==> config.mk <==
export PLATFORM = sky130hd
export DESIGN_NAME = tile_scheduler_flat
export DESIGN_NICKNAME = d
export VERILOG_FILES = /design/src/rtl/tile_scheduler_if.sv /design/src/rtl/tile_scheduler.sv /design/src/flat_wrapper.sv
export SDC_FILE = /design/constraint.sdc
export NUM_CORES = 1
export LEC_CHECK = 0
export CAP_MARGIN = 25
export CORE_MARGIN = 2
export CORE_UTILIZATION = 48
export DETAILED_ROUTE_END_ITERATION = 12
export HOLD_SLACK_MARGIN = 0.15
export PLACE_DENSITY = 0.87
export RECOVER_POWER = 50
export SYNTH_ARGS = -nofsm -noshare
export SYNTH_HDL_FRONTEND = slang
export SYNTH_SLANG_ARGS = --single-unit
==> constraint.sdc <==
create_clock -name clk -period 3.2 [get_ports clk]
set_input_delay 0.48 -clock clk [delete_from_list [all_inputs] [get_ports clk]]
set_output_delay 0.48 -clock clk [all_outputs]
set_load 0.01 [all_outputs]
==> src/rtl/tile_scheduler_if.sv <==
// tile_scheduler_if -- every signal that passes between the tile scheduler
// and its environment, apart from clk and rst.
//
// Ports (the master side is the scheduler):
//   job side : start, num_tiles        -> scheduler
//              busy, done, err, tile_idx <- scheduler
//   array    : ctl_start, tile_base    <- scheduler
//              ctl_done                -> scheduler
//   result   : res_sel, wr_req, wr_addr <- scheduler
//              mem_gnt                 -> scheduler
interface tile_scheduler_if #(
  parameter int ADD_WIDTH = 6,
  parameter int ROW       = 4,
  parameter int COL       = 4,
  parameter int TILE_W    = 4
);
  localparam int SEL_W = $clog2(ROW * COL);

  logic              start;
  logic [TILE_W-1:0] num_tiles;
  logic              busy;
  logic              done;
  logic              err;
  logic [TILE_W-1:0] tile_idx;

  logic              ctl_start;
  logic              ctl_done;
  logic [ADD_WIDTH:0] tile_base;

  logic [SEL_W-1:0]  res_sel;
  logic              wr_req;
  logic              mem_gnt;
  logic [ADD_WIDTH:0] wr_addr;

  modport master (
    input  start, num_tiles, ctl_done, mem_gnt,
    output busy, done, err, tile_idx, ctl_start, tile_base, res_sel, wr_req, wr_addr
  );

  modport slave (
    output start, num_tiles, ctl_done, mem_gnt,
    input  busy, done, err, tile_idx, ctl_start, tile_base, res_sel, wr_req, wr_addr
  );
endinterface

==> src/rtl/tile_scheduler.sv <==
// tile_scheduler -- sequences a job of num_tiles tiles through a ROW x COL
// compute array: launches the array controller for each tile, waits for
// completion, then drains ROW*COL results into the shared result RAM through
// a granted write port, and pulses done once the whole job is finished.
//
// Ports:
//   clk  : single clock, rising edge
//   rst  : asynchronous reset, active low
//   bus  : tile_scheduler_if.master (start/num_tiles/busy/done/err/tile_idx,
//          ctl_start/ctl_done/tile_base, res_sel/wr_req/mem_gnt/wr_addr)
//
// Build option: define TILE_SCHED_TIMEOUT_EN to enable the WAIT-state
// watchdog. After 255 WAIT cycles without ctl_done the job is abandoned and
// the sticky err flag is raised. Without the macro err is constant 0 and WAIT
// waits forever.
module tile_scheduler #(
  parameter int ADD_WIDTH = 6,
  parameter int ROW       = 4,
  parameter int COL       = 4,
  parameter int TILE_W    = 4,
  parameter int RES_BASE  = 64
) (
  input  logic              clk,
  input  logic              rst,
  tile_scheduler_if.master  bus
);

  localparam int AW    = ADD_WIDTH + 1;
  localparam int SEL_W = $clog2(ROW * COL);

  localparam logic [AW-1:0]    TILE_STRIDE = AW'(2 * ROW * COL);
  localparam logic [AW-1:0]    RES_STRIDE  = AW'(ROW * COL);
  localparam logic [AW-1:0]    RES_BASE_A  = AW'(RES_BASE);
  localparam logic [SEL_W-1:0] LAST_SEL    = SEL_W'(ROW * COL - 1);

  typedef enum logic [2:0] {
    IDLE,
    LAUNCH,
    WAIT,
    DRAIN,
    NEXT,
    FIN
  } state_t;

  state_t            state;
  logic [TILE_W-1:0] count_q;
  logic [TILE_W-1:0] tile_idx_q;
  logic [TILE_W-1:0] next_idx;
  logic [SEL_W-1:0]  res_sel_q;
  logic              ctl_start_q;
  logic              wr_req_q;
  logic              busy_q;
  logic              done_q;

`ifdef TILE_SCHED_TIMEOUT_EN
  localparam logic [7:0] WDOG_LAST = 8'd254;
  logic [7:0] wdog_q;
  logic       err_q;
`endif

  assign next_idx = tile_idx_q + TILE_W'(1);

  always_ff @(posedge clk or negedge rst) begin
    if (!rst) begin
      state       <= IDLE;
      count_q     <= '0;
      tile_idx_q  <= '0;
      res_sel_q   <= '0;
      ctl_start_q <= 1'b0;
      wr_req_q    <= 1'b0;
      busy_q      <= 1'b0;
      done_q      <= 1'b0;
`ifdef TILE_SCHED_TIMEOUT_EN
      wdog_q      <= '0;
      err_q       <= 1'b0;
`endif
    end else begin
      // ctl_start and done are single-cycle pulses; only the transitions
      // below raise them.
      ctl_start_q <= 1'b0;
      done_q      <= 1'b0;
      case (state)
        IDLE: begin
          if (bus.start) begin
            count_q    <= bus.num_tiles;
            tile_idx_q <= '0;
            res_sel_q  <= '0;
            busy_q     <= 1'b1;
`ifdef TILE_SCHED_TIMEOUT_EN
            err_q      <= 1'b0;
`endif
            if (bus.num_tiles == '0) begin
              state <= FIN;
            end else begin
              state       <= LAUNCH;
              ctl_start_q <= 1'b1;
            end
          end
        end
        LAUNCH: begin
          state <= WAIT;
`ifdef TILE_SCHED_TIMEOUT_EN
          wdog_q <= '0;
`endif
        end
        WAIT: begin
          if (bus.ctl_done) begin
            state    <= DRAIN;
            wr_req_q <= 1'b1;
          end
`ifdef TILE_SCHED_TIMEOUT_EN
          // wdog_q counts completed WAIT cycles; 254 means this is the 255th.
          else if (wdog_q == WDOG_LAST) begin
            state  <= IDLE;
            busy_q <= 1'b0;
            err_q  <= 1'b1;
          end else begin
            wdog_q <= wdog_q + 8'd1;
          end
`endif
        end
        DRAIN: begin
          if (bus.mem_gnt) begin
            if (res_sel_q == LAST_SEL) begin
              res_sel_q <= '0;
              wr_req_q  <= 1'b0;
              state     <= NEXT;
            end else begin
              res_sel_q <= res_sel_q + SEL_W'(1);
            end
          end
        end
        NEXT: begin
          tile_idx_q <= next_idx;
          if (next_idx == count_q) begin
            state <= FIN;
          end else begin
            state       <= LAUNCH;
            ctl_start_q <= 1'b1;
          end
        end
        FIN: begin
          // done appears in the cycle after FIN, i.e. two cycles after the
          // accepting start edge for an empty job.
          state  <= IDLE;
          busy_q <= 1'b0;
          done_q <= 1'b1;
        end
        default: begin
          state    <= IDLE;
          busy_q   <= 1'b0;
          wr_req_q <= 1'b0;
        end
      endcase
    end
  end

  assign bus.ctl_start = ctl_start_q;
  assign bus.wr_req    = wr_req_q;
  assign bus.busy      = busy_q;
  assign bus.done      = done_q;
  assign bus.tile_idx  = tile_idx_q;
  assign bus.res_sel   = res_sel_q;

  // Address arithmetic is done at AW bits so it wraps naturally.
  assign bus.tile_base = AW'(tile_idx_q) * TILE_STRIDE;

  // wr_addr is only meaningful while a write is requested; gating it keeps
  // the output at zero in reset and idle.
  assign bus.wr_addr = wr_req_q
                     ? (RES_BASE_A + AW'(tile_idx_q) * RES_STRIDE + AW'(res_sel_q))
                     : '0;

`ifdef TILE_SCHED_TIMEOUT_EN
  assign bus.err = err_q;
`else
  assign bus.err = 1'b0;
`endif

endmodule

==> src/flat_wrapper.sv <==
// flat-port wrapper written by rule: the top's interface ports become plain ports
module tile_scheduler_flat 
#(
  parameter int ADD_WIDTH = 6,
  parameter int ROW       = 4,
  parameter int COL       = 4,
  parameter int TILE_W    = 4,
  parameter int RES_BASE  = 64
)
  (clk, rst, bus_start, bus_num_tiles, bus_ctl_done, bus_mem_gnt, bus_busy, bus_done, bus_err, bus_tile_idx, bus_ctl_start, bus_tile_base, bus_res_sel, bus_wr_req, bus_wr_addr);
  tile_scheduler_if #(.ADD_WIDTH(ADD_WIDTH), .ROW(ROW), .COL(COL), .TILE_W(TILE_W)) bus_i ();
  input  logic clk;
  input  logic rst;
  input wire logic [$bits(bus_i.start)-1:0] bus_start;
  input wire logic [$bits(bus_i.num_tiles)-1:0] bus_num_tiles;
  input wire logic [$bits(bus_i.ctl_done)-1:0] bus_ctl_done;
  input wire logic [$bits(bus_i.mem_gnt)-1:0] bus_mem_gnt;
  output wire logic [$bits(bus_i.busy)-1:0] bus_busy;
  output wire logic [$bits(bus_i.done)-1:0] bus_done;
  output wire logic [$bits(bus_i.err)-1:0] bus_err;
  output wire logic [$bits(bus_i.tile_idx)-1:0] bus_tile_idx;
  output wire logic [$bits(bus_i.ctl_start)-1:0] bus_ctl_start;
  output wire logic [$bits(bus_i.tile_base)-1:0] bus_tile_base;
  output wire logic [$bits(bus_i.res_sel)-1:0] bus_res_sel;
  output wire logic [$bits(bus_i.wr_req)-1:0] bus_wr_req;
  output wire logic [$bits(bus_i.wr_addr)-1:0] bus_wr_addr;
  assign bus_i.start = bus_start;
  assign bus_i.num_tiles = bus_num_tiles;
  assign bus_i.ctl_done = bus_ctl_done;
  assign bus_i.mem_gnt = bus_mem_gnt;
  assign bus_busy = bus_i.busy;
  assign bus_done = bus_i.done;
  assign bus_err = bus_i.err;
  assign bus_tile_idx = bus_i.tile_idx;
  assign bus_ctl_start = bus_i.ctl_start;
  assign bus_tile_base = bus_i.tile_base;
  assign bus_res_sel = bus_i.res_sel;
  assign bus_wr_req = bus_i.wr_req;
  assign bus_wr_addr = bus_i.wr_addr;
  tile_scheduler #(.ADD_WIDTH(ADD_WIDTH), .ROW(ROW), .COL(COL), .TILE_W(TILE_W), .RES_BASE(RES_BASE)) u_core (.clk(clk), .rst(rst), .bus(bus_i));
endmodule
==> metrics.cfg, run 1 <==
[sta]
layout_worst_path_cycle_share_pct=71.9
finClkSkew_ns=0.00548
drv_slew=0
fmax_mhz=435
tns_ns=0
finalSetupViolCount=0
slew_headroom_pct=24.4
hold_viol=0
tightest_slew_ns=1.12
layout_min_cycle_time_ns=2.30
rsz0062_at_grt=false
hold_slack_ns=0.521

[cts]
clockBufferDepth=2
clk_latency_ns=0.30
cts_resized=0
numCtsBuffers=3
tritoncts=built
clkSinkCount=19
cts-htree-levels=1
cts_hold_buf=0
cts_setup_buffers=0
ctsRootBufferMaster=clkbuf_4
path_clk_slew_ns=0.11

[detailed_routing]
num_vias=873
viasPerCell=5.42
drtIter0Drc=26
drc=0
ant_nets=0
routed_wl_mm=2.15
drtPass1Iterations=4
wire_per_inst_um=13.3

[hold_path]
min_from=u_core.bus.busy
hold_path.class=flip-flop to flip-flop

[floorplan]
die_area_um2=2650
rows=17
start_util_pct=49.9
dieHeight_um=51.5
io_pins=36
die_x_um=51.5
coreArea_um2=2170

[worst_setup_path]
path_cells=dlygate4sd3_1, nor4b_1, mux2i_1, a22o_1
crit_type=input pin to flip-flop
arrival_ns=2.50
worst_setup_path_start_kind=input pin
cp_data_required_time_ns=3.40
regToRegStartpoint=u_core.state[2]
path_max_fanout=6
critPathBufInv=1
max_stage_delay_ns=0.92
path_delay_family=simple AND/OR/NAND/NOR gates
crit_start=bus_start
endpoint_kind=flip-flop
crit_slowest_cell=nor4b_1

[logic_synthesis]
ys_types=35
ys_ff_latch=19
yosysWarnings=0
synthCells=106
syn_area_um2=1080
seq_area_frac_synth_pct=43.9
avgSynthCellArea_um2=10.2

[power_and_ir_drop]
powerDensity_nw_per_um2=597
vdd_ir_drop_max_v=0.000377
totalPowerFinal_w=0.000805
p_leak_nw=0.589

[run_status]
outcome=finished clean

[global_route]
globalRouteMet2Util_pct=26.7
grt_use_met3_pct=3.51
grt_usage_pct=18.3
grt_first_pass_wirelength_mm=3.50
grt_pass1_vias=768
grt_max_degree=20
gr-usage-met1_pct=25.0
top_usage_layer=met2
overflow=0
antenna_found_initial=0

[layout]
diodes=0
final_nets=145
layout.cells.non_filler=161
drive_gt1_share_pct=6.77
fill_cells=179
final_core_util_pct=62.2
area_growth_pct=24.6

[placed_design]
dpl.hpwl_mm=1.59
dp.cells=157
gp_congestion=0.807
io_buffers=29

[job]
cap_violations=0

-- layout by cell type, fill, tap and decap left out, drive strengths merged, types with 2 or more instances in the layout --
cell type and count:
nor2b 2, conb 6, a32o 2, nand2 7, nand3 4, nor2 2
xor2 3, and2 6, dfrtp 19, clkbuf 3, a21oi 4, inv 3
a22o 3, clkdlybuf4s50 27, xnor2 3, mux2 4, nor4 2, o21ai 11
ha 2, dlygate4sd3 2, and3 4, a31oi 2
-- path summary, 6_finish.rpt --
path	endpoint	slack, ns	cells past startpoint
max	u_core.bus.res_sel[1]	0.90	4
min	u_core.bus.busy	0.52	2
max reg2reg	u_core.bus.res_sel[1]	1.02	3
min reg2reg	u_core.bus.busy	0.52	2
max in group asynchronous	u_core.state[2]	1.95	1
min in group asynchronous	u_core.state[0]	0.73	1
-- cells in the mapped netlist, drive strengths merged --
master  number  area, um2
dfrtp       19        475
o21ai       11       55.1
buf         10       78.8
nand2        7       26.3
and2         6       37.5
a21oi        4       20.0
and3         4       25.0
mux2         4       45.0
nand3        4       20.0
a22o         3       26.3
inv          3       11.3
xnor2        3       26.3
xor2         3       26.3
a31oi        2       12.5
a32o         2       20.0
ha           2       25.0
nor2         2       15.0
nor2b        2       12.5
nor4         2       12.5
a21o         1       7.51
a41o         1       10.0
and2b        1       7.51
clkbuf       1       3.75
conb         1       3.75
mux2i        1       10.0
nand3b       1       7.51
nand4        1       6.26
nor3         1       10.0
nor3b        1       7.51
nor4b        1       23.8
o22ai        1       6.26
o31ai        1       7.51
-- routing by layer --
metal,part of all wire [%],up-vias
met1,43,412
li1,-,422
met2,49,29
met4,2.8,0
met3,5.2,10
met5,0,-
-- stage by stage --
| stage | cell area [um2] | setup slack, ns |
|---|---|---|
| 2_1_floorplan | 1100 | 1.83 |
| 3_3_place_gp | 1340 | 1.30 |
| 3_5_place_dp | 1340 | 1.26 |
| 4_1_cts | 1370 | 1.16 |
| 5_1_grt | 1350 | 0.779 |
| 6_report | 1350 | 0.900 |
-- power by group --
part | leakage [nW] | switching [W] | internal, W
combinational | 0.339 | 0.000135 | 0.000202
clock | 0.0177 | 0.0000729 | 0.0000466
sequential | 0.233 | 0.0000654 | 0.000283
total | 0.589 | 0.000273 | 0.000532
-- logic make-up after synthesis --
family / synth area share [%]
DFF: 43.9
and+or+nand+nor: 19.5
muxes: 5.09
buffers and inverters: 8.67
AOI/OAI and AO/OA: 15.3
adders and majority gates: 2.31
other: 0.346
xor gates and xnor gates: 4.86
-- worst min-delay path, stage by stage (launching register included) --
cell	delay, ns
dfrtp_1	0.38
nand2_1	0.05
o21ai_0	0.06
-- registers in the layout, indices dropped and copies added (netlist names) --
| name | flops |
|---|---|
| u_core.bus.done | 1 |
| u_core.bus.res_sel | 4 |
| u_core.bus.tile_idx | 4 |
| u_core.bus.ctl_start | 1 |
| u_core.count_q | 4 |
| u_core.bus.wr_req | 1 |
| u_core.bus.busy | 1 |
| u_core.state | 3 |
-- area by class of cell --
cell class	instances	area (um2)	area share [%]
sequential	19	475	35.3
tap	28	35.0	2.60
clock buffer	3	22.5	1.67
clock inverter	1	5.00	0.371
inverter	3	11.3	0.835
timing repair buffer	29	290	21.5
multi-input combinational	78	509	37.8
Note: power is estimated with default switching activity, not from simulation.
==> run 2: changes to the inputs <==
--- a/config.mk
+++ b/config.mk
@@ -7,10 +7,10 @@
 export LEC_CHECK = 0
 export CAP_MARGIN = 25
 export CORE_MARGIN = 2
-export CORE_UTILIZATION = 48
+export CORE_UTILIZATION = 45
 export DETAILED_ROUTE_END_ITERATION = 12
 export HOLD_SLACK_MARGIN = 0.15
-export PLACE_DENSITY = 0.87
+export PLACE_DENSITY = 0.83
 export RECOVER_POWER = 50
 export SYNTH_ARGS = -nofsm -noshare
 export SYNTH_HDL_FRONTEND = slang
==> constraint.sdc (replaced) <==
create_clock -name clk -period 2.3 [get_ports clk]
set_input_delay 0.345 -clock clk [delete_from_list [all_inputs] [get_ports clk]]
set_output_delay 0.345 -clock clk [all_outputs]
set_load 0.01 [all_outputs]
==> metrics.cfg, run 2 (same netlist as run 1, synthesis figures left out) <==
[floorplan]
dieHeight_um=53.0  ; was 51.5 um
coreArea_um2=2230  ; was 2170 um2
rows=17  ; unchanged
die_area_um2=2810  ; was 2650 um2
io_pins=36  ; unchanged
start_util_pct=48.5  ; was 49.9%
die_x_um=53.0  ; was 51.5 um

[detailed_routing]
wire_per_inst_um=12.6  ; was 13.3 um
num_vias=839  ; was 873
routed_wl_mm=2.05  ; was 2.15 mm
ant_nets=0  ; unchanged
viasPerCell=5.18  ; was 5.42
drtIter0Drc=9  ; was 26
drc=0  ; unchanged
drtPass1Iterations=4  ; unchanged

[cts]
cts_resized=0  ; unchanged
clockBufferDepth=2  ; unchanged
path_clk_slew_ns=0.10  ; was 0.11 ns
tritoncts=built  ; unchanged
ctsRootBufferMaster=clkbuf_4  ; unchanged
clk_latency_ns=0.29  ; was 0.30 ns
numCtsBuffers=3  ; unchanged
cts-htree-levels=1  ; unchanged
clkSinkCount=19  ; unchanged
cts_hold_buf=0  ; unchanged
cts_setup_buffers=0  ; unchanged

[sta]
rsz0062_at_grt=false  ; unchanged
drv_slew=0  ; unchanged
slew_headroom_pct=35.0  ; was 24.4%
finClkSkew_ns=0.00962  ; was 0.00548 ns
layout_worst_path_cycle_share_pct=83.6
tns_ns=0  ; unchanged
finalSetupViolCount=0  ; unchanged
fmax_mhz=520
tightest_slew_ns=0.975  ; was 1.12 ns
layout_min_cycle_time_ns=1.92
hold_slack_ns=0.540  ; was 0.521 ns
hold_viol=0  ; unchanged

[power_and_ir_drop]
p_int_w=0.000744  ; was 0.000532 W
vdd_ir_drop_max_v=0.000741  ; was 0.000377 V
seqPwrFrac_pct=43.8  ; was 43.3%
p_sw_w=0.000368  ; was 0.000273 W
pwr-share-clk_pct=14.5  ; was 14.8%
powerDensity_nw_per_um2=814  ; was 597 nW/um2
comb_power_share_pct=41.7  ; was 41.8%
p_leak_nw=0.599  ; was 0.589 nW
sw_frac_of_total_pct=33.1  ; was 33.9%

[worst_setup_path]
crit_type=flip-flop to flip-flop  ; was input pin to flip-flop
path_cells=nor2_1, o21ai_0, a22o_1  ; was dlygate4sd3_1, nor4b_1, mux2i_1, a22o_1
path_max_fanout=13  ; was 6
rr_worst_depth=3  ; unchanged
max_stage_delay_ns=0.54  ; was 0.92 ns
crit_start=u_core.state[0]  ; was bus_start
crit_end=u_core.bus.tile_idx[3]  ; was u_core.bus.res_sel[1]
regToRegSetupSlack_ns=0.38  ; was 1.02 ns
regToRegStartpoint=u_core.state[0]  ; was u_core.state[2]
endpoint_kind=flip-flop  ; unchanged
worst_setup_path_start_kind=flip-flop  ; was input pin
arrival_ns=2.10  ; was 2.50 ns
crit_slowest_cell=dfrtp_1  ; was nor4b_1
cp_data_required_time_ns=2.48  ; was 3.40 ns
reg2reg_to=u_core.bus.tile_idx[3]  ; was u_core.bus.res_sel[1]

[layout]
final_nets=146  ; was 145
layout.cells.non_filler=162  ; was 161
layout_common_cells=26 x clkdlybuf4s50_1, 19 x dfrtp_1, 10 x o21ai_0  ; was 27 x clkdlybuf4s50_1, 19 x dfrtp_1, 10 x o21ai_0
area_growth_pct=26.2  ; was 24.6%
diodes=0  ; unchanged
layout_commonest_cell=clkdlybuf4s50_1  ; unchanged
final_core_util_pct=61.2  ; was 62.2%
drive_gt1_share_pct=6.72  ; was 6.77%

[placed_design]
gp_congestion=0.833  ; was 0.807
dpl.hpwl_mm=1.58  ; was 1.59 mm
io_buffers=29  ; unchanged
dp.cells=158  ; was 157

[hold_path]
hold_path.class=flip-flop to flip-flop  ; unchanged

[global_route]
antenna_found_initial=0  ; unchanged
grt_usage_pct=16.8  ; was 18.3%
grt_max_degree=20  ; unchanged
overflow=0  ; unchanged
grt_first_pass_wirelength_mm=3.42  ; was 3.50 mm
grt_pass1_vias=792  ; was 768

[job]
cap_violations=0  ; unchanged

[run_status]
outcome=finished clean  ; unchanged

[run 2: cell count changes in the layout (fill, tap and decap cells not counted), sizes merged]
cell           before  now
clkinv              1    0
dlygate4sd3         2    3
clkdlybuf4s50      27   26
clkbuf              3    5
[run 2: through the flow]
| step | area [um2] | setup slack (ns) | total power, W |
|---|---|---|---|
| 2_1_floorplan | 1100 | 0.935 | 0.000718 |
| 3_3_place_gp | 1350 | 0.520 | 0.000957 |
| 3_5_place_dp | 1350 | 0.496 | 0.000968 |
| 4_1_cts | 1380 | 0.418 | 0.00113 |
| 5_1_grt | 1370 | 0.209 | 0.00119 |
| 6_report | 1370 | 0.378 | 0.00111 |
[run 2: worst min-delay path by stage]
stage	end	start	cells after the start	slack [ns]
4_1_cts	u_core.bus.res_sel[3]	rst	2	0.37
2_1_floorplan	u_core.bus.busy	rst	0	0.05
6_report	u_core.count_q[3]	u_core.count_q[3]	1	0.54
3_5_place_dp	u_core.bus.busy	u_core.bus.busy	2	0.52
5_1_grt	u_core.count_q[0]	u_core.count_q[0]	1	0.56
3_3_place_gp	u_core.bus.busy	u_core.bus.busy	2	0.49
[run 2: cell type report]
cell class	count	area (um2)
Inverter	3	11.3
Multi-Input combinational cell	78	524
Sequential cell	19	475
Clock buffer	4	26.3
Tap cell	28	35.0
Fill cell	192	867
Timing Repair Buffer	30	294
[run 2: worst max-delay path: cells and delay by family, from the launching register on]
kind,cells,cell delay (ns)
AOI/OAI and AO/OA,2,0.72
DFF,1,0.54
and+or+nand+nor,1,0.54
[run 2: per-layer routing]
metal  track usage, %  share of wire [%]  vias to the layer above
met2             29.0                 50                       18
li1                 -                  -                      425
met4             5.13               0.78                        0
met3             4.24                4.3                        2
met5                0                  0                        -
met1             20.6                 45                      394
[run 2: power groups by stage]
stage / sequential (W) / combinational (W) / clock (W)
after floorplan: 0.000488 / 0.000230 / 0
after global placement: 0.000492 / 0.000465 / 0
after detailed placement: 0.000498 / 0.000470 / 0
after CTS: 0.000491 / 0.000471 / 0.000167
after global routing: 0.000500 / 0.000506 / 0.000181
final: 0.000487 / 0.000464 / 0.000161
==> run 3: changes to the inputs <==
==> constraint.sdc (replaced) <==
create_clock -name clk -period 1.9 [get_ports clk]
set_input_delay 0.285 -clock clk [delete_from_list [all_inputs] [get_ports clk]]
set_output_delay 0.285 -clock clk [all_outputs]
set_load 0.01 [all_outputs]
==> metrics.cfg, run 3 (same netlist as run 1, synthesis figures left out) <==
[detailed_routing]
num_vias=849  ; was 839
ant_nets=0  ; unchanged
routed_wl_mm=2.10  ; was 2.05 mm
drtPass1Iterations=4  ; unchanged
viasPerCell=5.21  ; was 5.18
drc=0  ; unchanged
wire_per_inst_um=12.9  ; was 12.6 um
drtIter0Drc=7  ; was 9

[layout]
diodes=0  ; unchanged
final_core_util_pct=61.5  ; was 61.2%
area_growth_pct=26.8  ; was 26.2%
final_nets=147  ; was 146
layout_commonest_cell=clkdlybuf4s50_1  ; unchanged
drive_gt1_share_pct=6.67  ; was 6.72%
layout_common_cells=26 x clkdlybuf4s50_1, 19 x dfrtp_1, 10 x o21ai_0  ; unchanged
fin_area_um2=1370  ; about the same

[sta]
worst_slack_ns=0.0940  ; was 0.378 ns
finClkSkew_ns=0.00270  ; was 0.00962 ns
tns_ns=0  ; unchanged
layout_worst_path_cycle_share_pct=95.1
fmax_mhz=554
hold_viol=0  ; unchanged
finalSetupViolCount=0  ; unchanged
slew_headroom_pct=34.7  ; was 35.0%
tightest_slew_ns=0.980  ; was 0.975 ns
rsz0062_at_grt=false  ; unchanged
layout_min_cycle_time_ns=1.81
drv_slew=0  ; unchanged

[floorplan]
coreArea_um2=2230  ; unchanged
io_pins=36  ; unchanged
dieHeight_um=53.0  ; unchanged
rows=17  ; unchanged
start_util_pct=48.5  ; unchanged
die_x_um=53.0  ; unchanged
die_area_um2=2810  ; unchanged

[cts]
tritoncts=built  ; unchanged
cts_resized=0  ; unchanged
clkSinkCount=19  ; unchanged
clockBufferDepth=2  ; unchanged
numCtsBuffers=3  ; unchanged
clk_latency_ns=0.30  ; was 0.29 ns
cts-htree-levels=1  ; unchanged
path_clk_slew_ns=0.11  ; was 0.10 ns
cts_setup_buffers=0  ; unchanged
cts_hold_buf=0  ; unchanged
ctsRootBufferMaster=clkbuf_4  ; unchanged

[worst_setup_path]
endpoint_kind=output pin  ; was flip-flop
cp_data_required_time_ns=1.62  ; was 2.48 ns
worst_setup_path_start_kind=flip-flop  ; unchanged
regToRegSetupSlack_ns=0.31  ; was 0.38 ns
rr_worst_depth=3  ; unchanged
path_max_fanout=9  ; was 13
reg2reg_to=u_core.bus.res_sel[1]  ; was u_core.bus.tile_idx[3]
crit_type=flip-flop to output pin  ; was flip-flop to flip-flop
arrival_ns=1.52  ; was 2.10 ns
regToRegStartpoint=u_core.state[2]  ; was u_core.state[0]

[power_and_ir_drop]
p_leak_nw=0.599  ; about the same
totalPowerFinal_w=0.00136  ; was 0.00111 W
powerDensity_nw_per_um2=993  ; was 814 nW/um2
vdd_ir_drop_max_v=0.000676  ; was 0.000741 V

[global_route]
grt_first_pass_wirelength_mm=3.44  ; was 3.42 mm
gr-usage-met1_pct=22.9  ; was 20.6%
top_usage_layer=met2  ; unchanged
globalRouteMet2Util_pct=26.3  ; was 29.0%
overflow=0  ; unchanged
grt_use_met3_pct=3.67  ; was 4.24%
grt_pass1_vias=780  ; was 792
grt_usage_pct=17.0  ; was 16.8%
antenna_found_initial=0  ; unchanged
grt_max_degree=20  ; unchanged

[placed_design]
gp_congestion=0.833  ; about the same
post-place-ws_ns=0.155  ; was 0.496 ns
io_buffers=29  ; unchanged
dpl_cell_area_um2=1360  ; was 1350 um2
dpl.hpwl_mm=1.59  ; was 1.58 mm

[job]
cap_violations=0  ; unchanged

[hold_path]
hold_end=u_core.bus.busy  ; was u_core.count_q[3]
hold_path.class=flip-flop to flip-flop  ; unchanged
hold_depth=2  ; was 1
min_from=u_core.bus.busy  ; was u_core.count_q[3]

[run_status]
outcome=finished clean  ; unchanged

run 3: worst max-delay path, cell delays in order, from the launching register on:
cell             delay, ns
dfrtp_1               0.51
nor2b_1               0.18
clkdlybuf4s50_1       0.54
run 3: how the worst max path moves through the flow:
stage,cells after the start,startpoint,endpoint,slack [ns]
global placement,4,bus_start,u_core.bus.res_sel[1],0.18
detailed placement,4,bus_start,u_core.bus.res_sel[1],0.16
CTS,2,u_core.bus.wr_req,bus_wr_addr[6],0.06
global route,2,u_core.bus.wr_req,bus_wr_addr[6],0.006
finish,2,u_core.bus.wr_req,bus_wr_addr[6],0.09
floorplan,4,u_core.bus.tile_idx[0],u_core.state[2],0.53
run 3: per-layer routing:
layer | vias to the layer above | wire (um)
li1 | 421 | -
met1 | 407 | 970
met2 | 19 | 1040
met3 | 2 | 83
met4 | 0 | 10
met5 | - | 0
run 3: layout make-up:
cell class / instances / area, um2
Clock buffer: 4 / 26.3
Sequential cell: 19 / 475
Multi-Input combinational cell: 78 / 527
Timing Repair Buffer: 31 / 298
Inverter: 3 / 11.3
Fill cell: 179 / 861
Tap cell: 28 / 35.0
run 3: per-stage QoR:
stage                     std cells  hold WS, ns
after floorplan                 111      -0.0106
after global placement          159        0.486
after detailed placement        159        0.526
after CTS                       163        0.310
after global routing            163        0.564
final                           163        0.542
run 3: report_power, final:
group	total (W)	internal (W)	switching (W)
Clock	0.000205	0.0000818	0.000124
Sequential	0.000595	0.000477	0.000118
Combinational	0.000562	0.000341	0.000221
Total	0.00136	0.000900	0.000463
